<file path="src/rtl/ps2_keyboard_if.sv">
// Keyboard-side bundle: raw PS/2 lines in, decoded key state and event pulses out.
// The slave modport is the decoder's view; the master modport is the keyboard/game side.
interface ps2_keyboard_if;
  logic       ps2_clk;
  logic       ps2_data;
  logic [7:0] key_code;
  logic       key_extended;
  logic       key_valid;
  logic       frame_error;

  modport slave (
    input  ps2_clk,
    input  ps2_data,
    output key_code,
    output key_extended,
    output key_valid,
    output frame_error
  );

  modport master (
    output ps2_clk,
    output ps2_data,
    input  key_code,
    input  key_extended,
    input  key_valid,
    input  frame_error
  );
endinterface

</file>
<file path="src/rtl/ps2_keyboard.sv">
// PS/2 keyboard receiver: synchronizes and de-glitches the keyboard clock, frames 11-bit
// words, and turns make/break/E0 scan-code sequences into a held key code.
module ps2_keyboard #(
  parameter int FILTER_LEN     = 4,
  parameter int TIMEOUT_CYCLES = 50000
) (
  input  logic          clock,
  input  logic          reset_signal,
  ps2_keyboard_if.slave bus
);

  localparam int FW = (FILTER_LEN > 1) ? $clog2(FILTER_LEN + 1) : 1;
  localparam int TW = $clog2(TIMEOUT_CYCLES + 1);
  localparam logic [FW-1:0] FILT_LAST = FW'(FILTER_LEN - 1);
  localparam logic [TW-1:0] TO_LAST   = TW'(TIMEOUT_CYCLES - 1);

  typedef enum logic [1:0] {
    S_IDLE   = 2'd0,
    S_DATA   = 2'd1,
    S_PARITY = 2'd2,
    S_STOP   = 2'd3
  } state_t;

  function automatic logic f_odd_parity_ok(input logic [7:0] d, input logic p);
    return ^{d, p};
  endfunction

  logic [1:0]    r_clk_sync;
  logic [1:0]    r_data_sync;
  logic          r_filt_clk;
  logic          r_filt_prev;
  logic [FW-1:0] r_filt_cnt;
  state_t        r_state;
  logic [7:0]    r_shift;
  logic [2:0]    r_bit_cnt;
  logic          r_par_ok;
  logic [TW-1:0] r_to_cnt;
  logic          r_ext_pend;
  logic          r_brk_pend;
  logic [7:0]    r_key_code;
  logic          r_key_ext;
  logic          r_key_valid;
  logic          r_frame_err;

  state_t        w_state_nx;
  logic [7:0]    w_shift_nx;
  logic [2:0]    w_bit_cnt_nx;
  logic          w_par_ok_nx;
  logic [TW-1:0] w_to_cnt_nx;
  logic          w_byte_ok;
  logic          w_frame_err;
  logic          w_fall;
  logic          w_bit;
  logic          w_timeout;

  assign w_fall    = r_filt_prev & ~r_filt_clk;
  assign w_bit     = r_data_sync[1];
  assign w_timeout = (r_state != S_IDLE) && !w_fall && (r_to_cnt == TO_LAST);

  // Synchronizers and ps2_clk level filter; everything idles high.
  always_ff @(posedge clock or negedge reset_signal) begin
    if (!reset_signal) begin
      r_clk_sync  <= 2'b11;
      r_data_sync <= 2'b11;
      r_filt_clk  <= 1'b1;
      r_filt_prev <= 1'b1;
      r_filt_cnt  <= '0;
    end else begin
      r_clk_sync  <= {r_clk_sync[0], bus.ps2_clk};
      r_data_sync <= {r_data_sync[0], bus.ps2_data};
      r_filt_prev <= r_filt_clk;
      if (r_clk_sync[1] == r_filt_clk) begin
        r_filt_cnt <= '0;
      end else if (r_filt_cnt == FILT_LAST) begin
        r_filt_clk <= r_clk_sync[1];
        r_filt_cnt <= '0;
      end else begin
        r_filt_cnt <= r_filt_cnt + 1'b1;
      end
    end
  end

  // Frame state and datapath registers.
  always_ff @(posedge clock or negedge reset_signal) begin
    if (!reset_signal) begin
      r_state   <= S_IDLE;
      r_shift   <= 8'h00;
      r_bit_cnt <= 3'd0;
      r_par_ok  <= 1'b0;
      r_to_cnt  <= '0;
    end else begin
      r_state   <= w_state_nx;
      r_shift   <= w_shift_nx;
      r_bit_cnt <= w_bit_cnt_nx;
      r_par_ok  <= w_par_ok_nx;
      r_to_cnt  <= w_to_cnt_nx;
    end
  end

  // Mid-frame idle counter; cleared on every clock edge and whenever idle.
  always_comb begin
    if ((r_state == S_IDLE) || w_fall || w_timeout) begin
      w_to_cnt_nx = '0;
    end else begin
      w_to_cnt_nx = r_to_cnt + 1'b1;
    end
  end

  // Frame FSM next state; acts only on filtered falling edges or timeout.
  always_comb begin
    w_state_nx   = r_state;
    w_shift_nx   = r_shift;
    w_bit_cnt_nx = r_bit_cnt;
    w_par_ok_nx  = r_par_ok;
    w_byte_ok    = 1'b0;
    w_frame_err  = 1'b0;
    case (r_state)
      S_IDLE: begin
        if (w_fall && !w_bit) begin
          w_state_nx   = S_DATA;
          w_bit_cnt_nx = 3'd0;
        end else begin
          w_state_nx = S_IDLE;
        end
      end
      S_DATA: begin
        if (w_fall) begin
          w_shift_nx   = {w_bit, r_shift[7:1]};
          w_bit_cnt_nx = r_bit_cnt + 3'd1;
          if (r_bit_cnt == 3'd7) begin
            w_state_nx = S_PARITY;
          end else begin
            w_state_nx = S_DATA;
          end
        end else if (w_timeout) begin
          w_state_nx  = S_IDLE;
          w_frame_err = 1'b1;
        end else begin
          w_state_nx = S_DATA;
        end
      end
      S_PARITY: begin
        if (w_fall) begin
          w_par_ok_nx = f_odd_parity_ok(r_shift, w_bit);
          w_state_nx  = S_STOP;
        end else if (w_timeout) begin
          w_state_nx  = S_IDLE;
          w_frame_err = 1'b1;
        end else begin
          w_state_nx = S_PARITY;
        end
      end
      S_STOP: begin
        if (w_fall) begin
          w_state_nx = S_IDLE;
          if (w_bit && r_par_ok) begin
            w_byte_ok = 1'b1;
          end else begin
            w_frame_err = 1'b1;
          end
        end else if (w_timeout) begin
          w_state_nx  = S_IDLE;
          w_frame_err = 1'b1;
        end else begin
          w_state_nx = S_STOP;
        end
      end
      default: begin
        w_state_nx = S_IDLE;
      end
    endcase
  end

  // Scan-code decoder: E0/F0 prefixes arm flags, other bytes make or break the held key.
  always_ff @(posedge clock or negedge reset_signal) begin
    if (!reset_signal) begin
      r_ext_pend  <= 1'b0;
      r_brk_pend  <= 1'b0;
      r_key_code  <= 8'h00;
      r_key_ext   <= 1'b0;
      r_key_valid <= 1'b0;
      r_frame_err <= 1'b0;
    end else begin
      r_key_valid <= 1'b0;
      r_frame_err <= w_frame_err;
      if (w_byte_ok) begin
        if (r_shift == 8'hE0) begin
          r_ext_pend <= 1'b1;
        end else if (r_shift == 8'hF0) begin
          r_brk_pend <= 1'b1;
        end else begin
          r_ext_pend <= 1'b0;
          r_brk_pend <= 1'b0;
          if (!r_brk_pend) begin
            r_key_code  <= r_shift;
            r_key_ext   <= r_ext_pend;
            r_key_valid <= 1'b1;
          end else if ((r_shift == r_key_code) && (r_ext_pend == r_key_ext)) begin
            r_key_code <= 8'h00;
            r_key_ext  <= 1'b0;
          end else begin
            r_key_code <= r_key_code;
          end
        end
      end else begin
        r_key_code <= r_key_code;
      end
    end
  end

  assign bus.key_code     = r_key_code;
  assign bus.key_extended = r_key_ext;
  assign bus.key_valid    = r_key_valid;
  assign bus.frame_error  = r_frame_err;

endmodule

</file>
<file path="src/flat_wrapper.sv">
// flat-port wrapper written by rule: the top's interface ports become plain ports
module ps2_keyboard_flat 
#(
  parameter int FILTER_LEN     = 4,
  parameter int TIMEOUT_CYCLES = 50000
)
  (clock, reset_signal, bus_ps2_clk, bus_ps2_data, bus_key_code, bus_key_extended, bus_key_valid, bus_frame_error);
  ps2_keyboard_if bus_i ();
  input  logic clock;
  input  logic reset_signal;
  input wire logic [$bits(bus_i.ps2_clk)-1:0] bus_ps2_clk;
  input wire logic [$bits(bus_i.ps2_data)-1:0] bus_ps2_data;
  output wire logic [$bits(bus_i.key_code)-1:0] bus_key_code;
  output wire logic [$bits(bus_i.key_extended)-1:0] bus_key_extended;
  output wire logic [$bits(bus_i.key_valid)-1:0] bus_key_valid;
  output wire logic [$bits(bus_i.frame_error)-1:0] bus_frame_error;
  assign bus_i.ps2_clk = bus_ps2_clk;
  assign bus_i.ps2_data = bus_ps2_data;
  assign bus_key_code = bus_i.key_code;
  assign bus_key_extended = bus_i.key_extended;
  assign bus_key_valid = bus_i.key_valid;
  assign bus_frame_error = bus_i.frame_error;
  ps2_keyboard #(.FILTER_LEN(FILTER_LEN), .TIMEOUT_CYCLES(TIMEOUT_CYCLES)) u_core (.clock(clock), .reset_signal(reset_signal), .bus(bus_i));
endmodule
</file>
<file path="config.mk">
export PLATFORM = sky130hd
export DESIGN_NAME = ps2_keyboard_flat
export DESIGN_NICKNAME = d
export VERILOG_FILES = /design/src/rtl/ps2_keyboard_if.sv /design/src/rtl/ps2_keyboard.sv /design/src/flat_wrapper.sv
export SDC_FILE = /design/constraint.sdc
export NUM_CORES = 1
export LEC_CHECK = 0
export CORE_MARGIN = 5
export CORE_UTILIZATION = 55
export DETAILED_ROUTE_END_ITERATION = 16
export PLACE_DENSITY = 0.74
export SLEW_MARGIN = 40
export SYNTH_ARGS = -nofsm -noshare
export SYNTH_HDL_FRONTEND = slang
export SYNTH_SLANG_ARGS = --single-unit
</file>
<file path="constraint.sdc">
create_clock -name clock -period 1.9 [get_ports clock]
set_input_delay 0.285 -clock clock [delete_from_list [all_inputs] [get_ports clock]]
set_output_delay 0.285 -clock clock [all_outputs]
set_load 0.005 [all_outputs]
</file>
Word level (Yosys, flattened, before mapping)
Cells that the tools add are included.
{ "word_totals": {"in_bits": 4, "ff_bits": 52, "out_inout_bits": 11} }
{ "op_classes": {"n_reduce_logical": 21, "n_eq_ne": 15, "muxes": 34, "n_addsub": 3, "bitwise": 5} }
{ "op_table": {"columns": ["operator", "n"], "rows": [
  ["2-to-1 mux 1 bit", 18],
  ["adder 16 x 1 -> 16 bit, second input constant", 1],
  ["equality test 16 bit, second input constant", 1],
  ["equality test 8 bit, second input constant", 2],
  ["2-to-1 mux 16 bit", 1],
  ["2-to-1 mux 8 bit", 2],
  ["2-to-1 mux 2 bit", 6],
  ["2-to-1 mux 3 bit", 4],
  ["AND reduction 2 bit", 5],
  ["parity 9 bit", 1],
  ["equality test 8 bit", 1],
  ["one-hot mux 2 bit (4 select lines)", 1],
  ["adder 3 x 1 -> 3 bit, second input constant", 2],
  ["one-hot mux 3 bit (2 select lines)", 1],
  ["logical AND 1 bit", 5],
  ["equality test 2 bit, second input constant", 2],
  ["!= test 2 x 1 -> 1 bit, second input constant", 2],
  ["!= test 2 bit, second input constant", 2],
  ["NOT 1 bit", 4],
  ["AND reduction 4 bit", 1],
  ["nonzero test 2 bit", 2],
  ["equality test 3 x 2 -> 1 bit, second input constant", 1],
  ["equality test 3 bit, second input constant", 1],
  ["AND reduction 3 bit", 1],
  ["other kinds (8)", 11]
]} }

Longest topological paths before layout
{ "logic_depth": {"ltp_word": 8, "ltp_mapped": 7} }

Least setup slack after synthesis
OpenSTA, ideal clock, no wires.
{ "synth_path": {"path_kind": "register to register", "from": "register u_core.r_to_cnt[0]", "to": "register u_core.r_to_cnt[11]", "required_ns": 1.831, "path_slack_ns": 0.147, "path_stages_with_launch": 8, "path_buffers": 2, "arrival_time_ns": 1.684, "path_cell_list": "dfrtp_1 > ha_1 > and3_4 > and4_1 > or3_1 > buf_6 > buf_12 > nor2_4"} }
{ "synth_between": {"elab_chain_len": 4, "elab_cells_between_ends": 5, "classes_between": "add/sub (1); eq/ne (1); mux (1); reduce/logical (2)"} }
{ "synth_lines": {"columns": ["item", "line_no", "rtl"], "rows": [
  ["start, declared", "ps2_keyboard.sv:37", "logic [TW-1:0] r_to_cnt;"],
  ["start signal, assigned", "ps2_keyboard.sv:96", "r_to_cnt <= w_to_cnt_nx;"],
  ["parallel branches: the longest is 3 deep, another holds adder 16 x 1 -> 16 bit", null, null],
  ["2-to-1 mux 16 bit *", "ps2_keyboard.sv:102", "if ((r_state == S_IDLE) || w_fall || w_timeout) begin"],
  ["named net u_core.w_to_cnt_nx[11]", "ps2_keyboard.sv:49", "logic [TW-1:0] w_to_cnt_nx;"]
]} }
Mark *: on every way through the listed nets, which the timed path passes.
A chain may end at the register's enable or synchronous reset.

Final worst setup path
{ "layout_path": {"from": "register u_core.r_to_cnt[0]", "to": "register u_core.r_to_cnt[4]"} }
Same word-level chain as after synthesis.

==> impl_metrics.json <==
{
  "status": "complete, no violations",
  "p_leak_nw": 1.24,
  "yosys.area_share.simple": 0.207,
  "cp_max_fo": 16,
  "m1WireLength_mm": 1.90,
  "synth_xor_area_frac": 0.109,
  "clock_skew_ns": 0.0102,
  "drt_wl_total_mm": 4.23,
  "hpwl_mm": 3.03,
  "seq_area_um2": 1310,
  "total_power_mw": 2.75,
  "slew_headroom": 0.672,
  "final_util": 0.661,
  "numClockSinks": 52,
  "syn-num-nets": 241,
  "wl_per_cell_um": 13.7,
  "antenna_found_initial": 0,
  "synth_async_sr_flop_share": 1.00,
  "multi_input_area_um2": 1190,
  "whs_ns": 0.359,
  "post-route-min-period_ns": 1.77,
  "route.top_layer_used": "met4",
  "cp-start-kind": "flip-flop",
  "synth_edf_count": 0,
  "io_pins": 15,
  "track_usage": 0.153,
  "start_util": 0.578,
  "grt_pass1_wl_mm": 7.45,
  "period_share": 0.931,
  "worstSkewPairLatency_ns": 0.30,
  "pre_cts_slack_ns": 0.109,
  "yosys.area_share.adder": 0.0390,
  "netlist_instances": 229,
  "yosysUniqueCellTypes": 46,
  "layout_common_cells": "dfrtp_1, nand2_1, xnor2_1, nor2_1, clkdlybuf4s50_1",
  "synth_top_family_by_area": "simple AND/OR/NAND/NOR gates",
  "stdcell_area_um2": 2940,
  "drv_cap": 0,
  "synth_ff_type": "dfrtp_1",
  "ys_ff_latch": 52,
  "core-area_um2": 4440,
  "place_area_um2": 2800,
  "ir_worst_vdd_uv": 446,
  "power.density_nw_per_um2": 935,
  "place_inst": 297,
  "critPathCaptureType": "flip-flop",
  "yosys_warnings": 0,
  "ant_nets": 0,
  "drt-vias-per-instance": 5.52,
  "routed-wl-met2_mm": 2.02,
  "die_y_um": 78.3,
  "dr_total_vias": 1705,
  "initialDrtViolationCount": 112,
  "final-instance-count-excl-fill": 309,
  "cts_made_buffers": 5,
  "setup_ws_ns": 0.131,
  "worst_slew_pin_slew_ns": 0.491,
  "setup_violations": 0,
  "n_antenna_cell": 0,
  "root_buffer": "clkbuf_8",
  "drc_errors": 0,
  "clk_pin_slew_worst_paths_ns": 0.09,
  "max_freq_ghz": 0.565,
  "arrival_ns": 2.00,
  "place_congestion": 0.779,
  "grt_max_degree": 32,
  "clock_path_buffers": 2,
  "fin_tns_setup_ns": 0,
  "hold_violations": 0,
  "setup.worst_path.class": "reg -> reg",
  "synth.area.mux_share": 0.0346,
  "die_w_um": 78.3,
  "n_fill_cell": 358,
  "seq_area_frac_synth": 0.510,
  "final_nets": 268,
  "cts_tree": "yes",
  "io_buffers": 14,
  "worstPathRequired_ns": 2.13,
  "grt_setup_unrepaired": "no",
  "min_path_type": "reg -> reg",
  "rows": 24,
  "synth_compound_area_frac": 0.0702,
  "final_common_cell": "dfrtp_1",
  "grt.overflow.total": 0,
  "syn_avg_cell_area_um2": 11.2,
  "firstDrtPassIters": 4,
  "synth_area_um2": 2570,
  "syn2layout_area_growth_pct": 14.4,
  "slew_violations": 0,
  "die_area_um2": 6130,
  "drive_above_1_share": 0.187,
  "grt_pass1_vias": 1653,
  "wl_met3_um": 249,
  "cts-htree-levels": 2
}
## critical path: stages (launching register included)
cell     delay, ns
dfrtp_1       0.40
ha_1          0.24
and3_4        0.20
and4_1        0.19
or3_1         0.36
buf_12        0.19
nor2_1        0.11
## sequential cells by signal (all words and copies together), names as in the netlist
register	flops
u_core.bus.frame_error	1
u_core.bus.key_code	8
u_core.bus.key_extended	1
u_core.bus.key_valid	1
u_core.r_bit_cnt	3
u_core.r_brk_pend	1
u_core.r_clk_sync	2
u_core.r_data_sync	2
u_core.r_ext_pend	1
u_core.r_filt_clk	1
u_core.r_filt_cnt	3
u_core.r_filt_prev	1
u_core.r_par_ok	1
u_core.r_shift	8
u_core.r_state	2
u_core.r_to_cnt	16
## final cells by class
type	instances	share of cell area
Clock buffer	7	0.0294
Tap cell	52	0.0222
Clock inverter	1	0.00256
Inverter	6	0.00767
Timing Repair Buffer	27	0.0886
Multi-Input combinational cell	164	0.404
Sequential cell	52	0.446
## what timing repair did
item / 4_1_cts / 5_1_grt
hold endpoints to repair: 15 / 0
hold buffers: 1 / 0
setup endpoints to repair: 0 / 10
resized for setup: 0 / 1
buffers inserted: 0 / 3
## cell families after synthesis
logic type	after synthesis
AOI/OAI and AO/OA	26
muxes	8
adders and majority gates	8
and+or+nand+nor	90
DFF	52
buffers and inverters	13
xor gates and xnor gates	32
## report_power, final
group	switching, mW	leakage [nW]	total, mW	internal, mW
logic	0.413	0.491	0.769	0.355
registers	0.106	0.700	1.33	1.23
clock network	0.348	0.0445	0.644	0.296
total	0.867	1.24	2.75	1.88
## worst paths after layout
check	start	end	slack, ns	cells past startpoint
hold / removal	u_core.r_data_sync[0]	u_core.r_data_sync[1]	0.36	0
min in group asynchronous	reset_signal	u_core.r_bit_cnt[1]	0.46	2
setup reg to reg	u_core.r_to_cnt[0]	u_core.r_to_cnt[4]	0.13	6
setup / recovery	u_core.r_to_cnt[0]	u_core.r_to_cnt[4]	0.13	6
max in group asynchronous	reset_signal	u_core.r_to_cnt[14]	0.90	3
hold reg to reg	u_core.r_data_sync[0]	u_core.r_data_sync[1]	0.36	0
## Yosys cell counts, types with 4 or more instances
master	number	area share
dfrtp_1	46	0.45
nand2_1	23	0.034
xnor2_1	20	0.068
nor2_1	15	0.022
xor2_1	12	0.041
nand3_1	11	0.021
ha_1	8	0.039
nor2_4	8	0.035
o2bb2ai_1	8	0.027
mux2_2	7	0.031
a21oi_1	6	0.012
dfstp_2	6	0.061
o21ai_0	6	0.012
inv_1	5	0.0073
nor3_1	4	0.0078
## per-layer routing
layer,up-vias,track usage
met5,-,0
met1,827,0.194
li1,833,-
met4,0,0.0542
met3,7,0.0469
met2,38,0.249
Power figures use the tool's default switching activity.
